**config.mk**
```make
export PLATFORM = sky130hd
export DESIGN_NAME = instr_fetch
export DESIGN_NICKNAME = d
export VERILOG_FILES = /design/src/rtl/instr_fetch_pkg.sv /design/src/rtl/fetch_pc.sv /design/src/rtl/instr_fetch.sv
export SDC_FILE = /design/constraint.sdc
export NUM_CORES = 1
export LEC_CHECK = 0
export BUFFER_PORTS_ARGS = -buffer_cell sky130_fd_sc_hd__buf_4
export CORE_ASPECT_RATIO = 1.1
export CORE_MARGIN = 8
export CORE_UTILIZATION = 53
export CTS_BUF_LIST = sky130_fd_sc_hd__clkbuf_8 sky130_fd_sc_hd__clkbuf_16
export CTS_CLUSTER_DIAMETER = 60
export CTS_CLUSTER_SIZE = 12
export DETAILED_ROUTE_END_ITERATION = 10
export GPL_ROUTABILITY_DRIVEN = 0
export GPL_TIMING_DRIVEN = 0
export MAX_ROUTING_LAYER = met4
export PLACE_DENSITY_LB_ADDON = 0.05
export SLEW_MARGIN = 20
export SYNTH_ARGS = -nofsm -noshare
export SYNTH_HDL_FRONTEND = slang
export SYNTH_HIERARCHICAL = 1
export SYNTH_SLANG_ARGS = --single-unit
```
**constraint.sdc**
```tcl
create_clock -name CLK -period 4.25 [get_ports CLK]
set_clock_uncertainty 0.05 [all_clocks]
set_input_delay 0.2125 -clock CLK [delete_from_list [all_inputs] [get_ports CLK]]
set_output_delay 0.2125 -clock CLK [all_outputs]
set_load 0.05 [all_outputs]
```
**src/rtl/instr_fetch_pkg.sv**
```systemverilog
// Shared types and constants for the instruction fetch/issue stage.
package instr_fetch_pkg;

  typedef enum logic [2:0] {
    S_IDLE,
    S_ADDR,
    S_LATCH,
    S_ISSUE,
    S_WAIT,
    S_DONE
  } state_t;

  localparam logic [3:0]  HALT_OPC = 4'hF;
  localparam int unsigned RETIRE_W = 16;

endpackage

```
**src/rtl/fetch_pc.sv**
```systemverilog
// Program counter: clear, increment and hold, with terminal-address flag.
module fetch_pc #(
  parameter int unsigned ADDR_W   = 8,
  parameter int unsigned PROG_LEN = 256
) (
  input  logic              CLK,
  input  logic              RST,
  input  logic              clr,
  input  logic              inc,
  output logic [ADDR_W-1:0] pc,
  output logic              last
);

  localparam logic [ADDR_W-1:0] LAST_ADDR = ADDR_W'(PROG_LEN - 1);

  always_ff @(posedge CLK) begin
    if (RST || clr) begin
      pc <= '0;
    end else if (inc) begin
      pc <= pc + 1'b1;
    end
  end

  assign last = (pc == LAST_ADDR);

endmodule

```
**src/rtl/instr_fetch.sv**
```systemverilog
// Instruction fetch/issue stage feeding the control FSM.
// Optional opcode-halt behaviour is enabled by defining INSTR_FETCH_HALT_EN.
module instr_fetch
  import instr_fetch_pkg::*;
#(
  parameter int unsigned ADDR_W   = 8,
  parameter int unsigned INSTR_W  = 16,
  parameter int unsigned PROG_LEN = 256
) (
  input  logic                CLK,
  input  logic                RST,
  input  logic                Run,
  input  logic                Ready,
  input  logic                Wen,
  input  logic [INSTR_W-1:0]  MemData,
  output logic [ADDR_W-1:0]   MemAddr,
  output logic                Start,
  output logic [INSTR_W-1:0]  Instr,
  output logic [ADDR_W-1:0]   Pc,
  output logic                Busy,
  output logic                Done,
  output logic [RETIRE_W-1:0] RetireCnt
);

  state_t state, state_nxt;

  logic                run_q;
  logic                run_rise;
  logic                is_halt;
  logic                pc_clr;
  logic                pc_inc;
  logic                pc_last;
  logic                capture;
  logic                issue;
  logic                retire;
  logic [ADDR_W-1:0]   pc;
  logic [INSTR_W-1:0]  instr_q;
  logic                start_q;
  logic [RETIRE_W-1:0] retire_cnt;

  assign run_rise = Run & ~run_q;

`ifdef INSTR_FETCH_HALT_EN
  assign is_halt = (MemData[INSTR_W-1 -: 4] == HALT_OPC);
`else
  assign is_halt = 1'b0;
`endif

  fetch_pc #(
    .ADDR_W   (ADDR_W),
    .PROG_LEN (PROG_LEN)
  ) u_pc (
    .CLK  (CLK),
    .RST  (RST),
    .clr  (pc_clr),
    .inc  (pc_inc),
    .pc   (pc),
    .last (pc_last)
  );

  always_ff @(posedge CLK) begin
    if (RST) begin
      state <= S_IDLE;
    end else begin
      state <= state_nxt;
    end
  end

  always_comb begin
    state_nxt = state;
    unique case (state)
      S_IDLE:  if (Run) state_nxt = S_ADDR;
      S_ADDR:  state_nxt = S_LATCH;
      S_LATCH: state_nxt = is_halt ? S_DONE : S_ISSUE;
      S_ISSUE: if (Ready) state_nxt = S_WAIT;
      // Ready is deliberately ignored here; only the write-back pulse retires.
      S_WAIT: begin
        if (Wen) begin
          if (pc_last)  state_nxt = S_DONE;
          else if (Run) state_nxt = S_ADDR;
          else          state_nxt = S_IDLE;
        end
      end
      S_DONE:  if (run_rise) state_nxt = S_ADDR;
      default: state_nxt = S_IDLE;
    endcase
  end

  always_comb begin
    pc_clr  = 1'b0;
    pc_inc  = 1'b0;
    capture = 1'b0;
    issue   = 1'b0;
    retire  = 1'b0;
    Busy    = 1'b1;
    Done    = 1'b0;
    unique case (state)
      S_IDLE:  Busy = 1'b0;
      S_ADDR:  ;
      S_LATCH: capture = 1'b1;
      S_ISSUE: issue = Ready;
      S_WAIT: begin
        retire = Wen;
        pc_inc = Wen & ~pc_last;
      end
      S_DONE: begin
        Busy   = 1'b0;
        Done   = 1'b1;
        pc_clr = run_rise;
      end
      default: Busy = 1'b0;
    endcase
  end

  always_ff @(posedge CLK) begin
    if (RST) begin
      run_q      <= 1'b0;
      instr_q    <= '0;
      start_q    <= 1'b0;
      retire_cnt <= '0;
    end else begin
      run_q   <= Run;
      start_q <= issue;
      if (capture) instr_q <= MemData;
      if (retire)  retire_cnt <= retire_cnt + 1'b1;
    end
  end

  assign MemAddr   = pc;
  assign Pc        = pc;
  assign Instr     = instr_q;
  assign Start     = start_q;
  assign RetireCnt = retire_cnt;

endmodule
```
# --- Word-level counts from Yosys, hierarchy flattened ---
# Cells that the tools add are included.
classes:
  n_addsub: 2
  n_eq_ne: 10
  mux: 13
  n_bitwise: 5
  n_reduce_logical: 5
op_table:
  columns: ["op", "n"]
  rows:
  - ["$pmux W3 S6", 1]
  - ["$add A16 B1 Y16 const B", 1]
  - ["$mux W3", 5]
  - ["$add A8 B1 Y8 const B", 1]
  - ["$eq A8 B8 Y1 const B", 1]
  - ["$ne A2 B2 Y1 const B", 4]
  - ["$mux W1", 7]
  - ["$eq A3 B2 Y1 const B", 2]
  - ["$eq A3 B3 Y1 const B", 2]
  - ["$reduce_and A4 Y1", 1]
  - ["$reduce_or A4 Y1", 1]
  - ["$eq A3 B1 Y1 const B", 1]
  - ["$logic_not A3 Y1", 1]
  - ["$not A1 Y1", 3]
  - ["$and A1 B1 Y1", 2]
  - ["$reduce_or A2 Y1", 1]
  - ["$logic_or A1 B1 Y1", 1]
word_totals:
  reg_bits: 45
  in_bits: 21
  out_inout_bits: 51
  wordCells: 41

# --- Logic depth before layout (Yosys ltp) ---
depth:
  ltp_word: 4
  ltp_mapped: 8
  depth_no_buf: 7

# --- Hierarchy ---
# Netlist, hierarchy kept.
modules_own_cells:
  columns: ["module", "n_inst", "cells_per_inst", "area_per_inst_um2", "seq_area_each_um2"]
  rows:
  - ["instr_fetch", 1, 204, 1686.6, 740.7]
  - ["fetch_pc", 1, 40, 355.3, 160.2]

# --- Least setup slack after synthesis ---
# OpenSTA, ideal clock, no wires.
synth_path:
  path_type: "reg-to-reg"
  start: "register retire_cnt[3] (netlist: RetireCnt[3])"
  end: "register retire_cnt[14] (netlist: RetireCnt[14])"
  setup_ns: 0.121
  arrival_time_ns: 1.847
  t_required_ns: 4.079
  setup_slack_ns: 2.232
  path_stages_with_launch: 5
  n_path_buf: 0
  synth_period_minus_slack_ns: 2.018
  path_cell_list: "dfxtp_1 nand4_1 nor4_1 and3_1 mux2_2"
synth_via:
  elab_chain_len: 1
synth_rtl:
  columns: ["item", "line_no", "rtl"]
  rows:
  - ["start: declaration", "instr_fetch.sv:39", "logic [RETIRE_W-1:0] retire_cnt;"]
  - ["start signal: assignment", "instr_fetch.sv:125", "if (retire) retire_cnt <= retire_cnt + 1'b1;"]
  - ["$add A16 B1 Y16", "instr_fetch.sv:125", null]
# Every way passes these cells.
# A chain may end at the register's enable or synchronous reset.

# --- Worst setup path in the final report ---
layout_path:
  start: "register u_pc.pc[0]"
  end: "register u_pc.pc[7]"
layout_via:
  elab_chain_len: 4
  elab_cells_between_ends: 5
  cone_classes: "1 x add/sub; 1 x eq/ne; 1 x mux; 2 x bitwise"
layout_rtl:
  columns: ["item", "line_no", "rtl"]
  rows:
  - ["start: declaration", "fetch_pc.sv:10", "output logic [ADDR_W-1:0] pc,"]
  - ["start signal: assignment", "fetch_pc.sv:20", "pc <= pc + 1'b1;"]
  - ["$eq A8 B8 Y1", "fetch_pc.sv:24", "assign last = (pc == LAST_ADDR);"]
  - ["net pc_last", "instr_fetch.sv:32", "logic pc_last;"]
  - ["$not A1 Y1", "instr_fetch.sv:104", "pc_inc = Wen & ~pc_last;"]
  - ["$and A1 B1 Y1", "instr_fetch.sv:104", null]
  - ["$mux W1", "instr_fetch.sv:97", "unique case (state)"]
  - ["net pc_inc", "instr_fetch.sv:31", "logic pc_inc;"]
# The timed path passes the listed nets, and every way through them passes these cells.

==> out/qor.txt <==
Largest net degree at the start of global routing: 16
Startpoint Class: register
Hold Path Class: input port to register
DP HPWL: 3.777 mm
CTS-repair resized insts: 0
Final setup violation count: 0
TritonCTS clock tree: yes
Via count: 1,890
Clk buf depth: 2
Fill count: 297
WS Path Type: register to register
Residual DRC: 0
Post-DP Area: 2638 µm²
Clock root cell: clkbuf_8
Drt pass-1 iters: 4
CTS clock-pin slew for the worst setup and hold paths: 0.09 ns
RSZ-0062 raised after global routing: no
Outcome: complete, no violations
Top cell type's share of synthesized area: 0.4412
Syn_nets: 267
CORE AREA: 3684 µm²
Critical path fanouts, max: 7
Htree depth: 2
Routed Antenna Nets: 0
Gr usage total: 0.1732
Yosys warns: 6
Num ports: 72
N_diodes: 0
Drt initial violations: 84
Global route overflow: 0
Wirelength per Cell: 13.44 µm
Final wirelength: 5.012 mm
Crit path DAT: 2.06 ns
Worst reg2reg path depth: 8
Crit. End Element: register
Die height: 81.10 µm
Fin crit share: 0.4574
First-pass GRT wire length: 8.148 mm
Final Instance Area: 2753 µm²
Worst-Margin Slew: 0.7580 ns
Primary FF master, synth: dfxtp_1
Hold Fails Final Rpt: 0
Vias in the first global route: 1,742
Initial Util: 0.5543
Fin nets: 345
Post-Syn Area: 2042 µm²
Netlist cell types: 43
Most common cell in the netlist: dfxtp_1
Die Wd: 75.18 µm
Register Area: 900.9 µm²
Initial antenna violation count: 0
Top post-synthesis cells by count: dfxtp_1 (45), nand2_1 (43), a21oi_1 (25)
CTS buffer count: 5
PD cells: 397.6 nW/µm²
Period minus WS final: 1.944 ns
Multi-input gate area: 985.9 µm²
Row count: 23
Required time at the worst-slack endpoint: 4.37 ns
Slew HR: 0.4908
Clock Sinks: 45
Via/cell ratio: 5.067
Achievable frequency: 514.4 MHz
Clk Latency, worst-skew pair: 0.29 ns
Setup Buffers After CTS: 0
Post-synth EDFFs: 0
Post-Syn Instances: 244
Port Buffer Count: 71
FFs w/ async S/R, synth: 0
Area Growth Syn to Fin: 34.80%
Area leader, netlist: dfxtp_1
MaxCap Viol Count: 0
Max VDD drop: 0.0002483 V
Die footprint: 6097 µm²
Non-filler cells, final: 373
Leak Pwr: 1.170 nW
Hold Path Stages: 3
#FFs+latches synth: 45
Final slew viol count: 0
Ratio of cells with drive above 1 in the final layout: 0.3220
CTS Hold Buffers Added: 0
Synth area leaders: dfxtp_1 (44%), nand2_1 (7.9%), a21oi_1 (6.1%), nor2_1 (4.4%), buf_4 (3.3%)
Setup tns final: 0 ns
Seq/Total Area, Yosys: 0.4412
Dpl cells: 365
Mean Syn Cell Area: 8.369 µm²
## path summary, 6_finish.rpt
path	start	slack (ns)	end
max	u_pc/pc[0]	2.31	u_pc/pc[7]
min	MemData[0]	0.10	Instr[0]
max reg2reg	u_pc/pc[0]	2.31	u_pc/pc[7]
min reg2reg	Instr[1]	0.41	Instr[1]
## metal layers
| layer | vias to the layer above | global-route usage | part of all wire |
|---|---|---|---|
| met4 | 0 | 0.06154 | 0.011 |
| met5 | - | - | 0 |
| met3 | 5 | 0.03818 | 0.068 |
| met1 | 846 | 0.2130 | 0.45 |
| met2 | 59 | 0.2708 | 0.47 |
| li1 | 980 | - | - |
## placed cells by master, fill, tap and decap left out, types with 2 or more instances in the layout
cell,instances
mux2i_1,2
mux2_2,2
nand4_1,5
xor2_1,7
dfxtp_1,45
nor4_1,2
buf_4,80
inv_1,5
nor2_1,24
nor3_1,6
clkbuf_1,7
o31ai_1,3
a21oi_1,25
o21ai_0,3
or4_1,3
xnor2_1,7
nand3_2,2
ha_1,2
clkbuf_8,5
buf_6,2
nand2_1,43
nand3_1,8
buf_2,4
nor2b_1,4
and3_1,3
or3_2,2
or3_1,2
## through the flow
step	utilization	setup WS (ns)	hold slack, ns	power (mW)
final	0.7473	2.306	0.1045	1.095
after global routing	0.7473	2.180	0.08983	1.149
after CTS	0.7473	2.342	0.09638	1.104
after floorplan	-	2.232	0.2907	0.6926
after detailed placement	0.7160	2.382	0.3976	0.7819
after global placement	0.7160	2.386	0.3929	0.7785
## critical path, cell delays in order, from the launching register on
cell and delay [ns]:
dfxtp_1 0.45, ha_1 0.25, nand2_1 0.07, nor3_1 0.41, nor2_1 0.09, buf_2 0.18, nand3_1 0.13, or4_1 0.13
a21oi_1 0.06
## layout make-up
type | count | area share
Buffer | 22 | 0.04955
Clock buffer | 5 | 0.02500
Clock inverter | 3 | 0.01682
Inverter | 5 | 0.006818
Multi-Input combinational cell | 172 | 0.3582
Sequential cell | 45 | 0.3273
Tap cell | 50 | 0.02273
Timing Repair Buffer | 71 | 0.1936
## power breakdown
part / internal (mW) / switching, mW
Sequential: 0.449 / 0.0182
Clock: 0.176 / 0.147
Combinational: 0.102 / 0.202
## cells by family after synthesis
| family | after synthesis | share of synthesized area |
|---|---|---|
| flops | 45 | 0.4412 |
| mux | 5 | 0.02818 |
| compound gates | 36 | 0.09804 |
| buf+inv | 27 | 0.07598 |
| xor+xnor | 14 | 0.06005 |
| simple gates | 115 | 0.2843 |
| fa+ha+maj | 2 | 0.01225 |
## registers in the layout (all words and copies together), names as in the netlist
signal	flops
Instr	16
run_q	1
RetireCnt	16
u_pc/pc	8
Start	1
state	3
(Power assumes the default switching activity.)
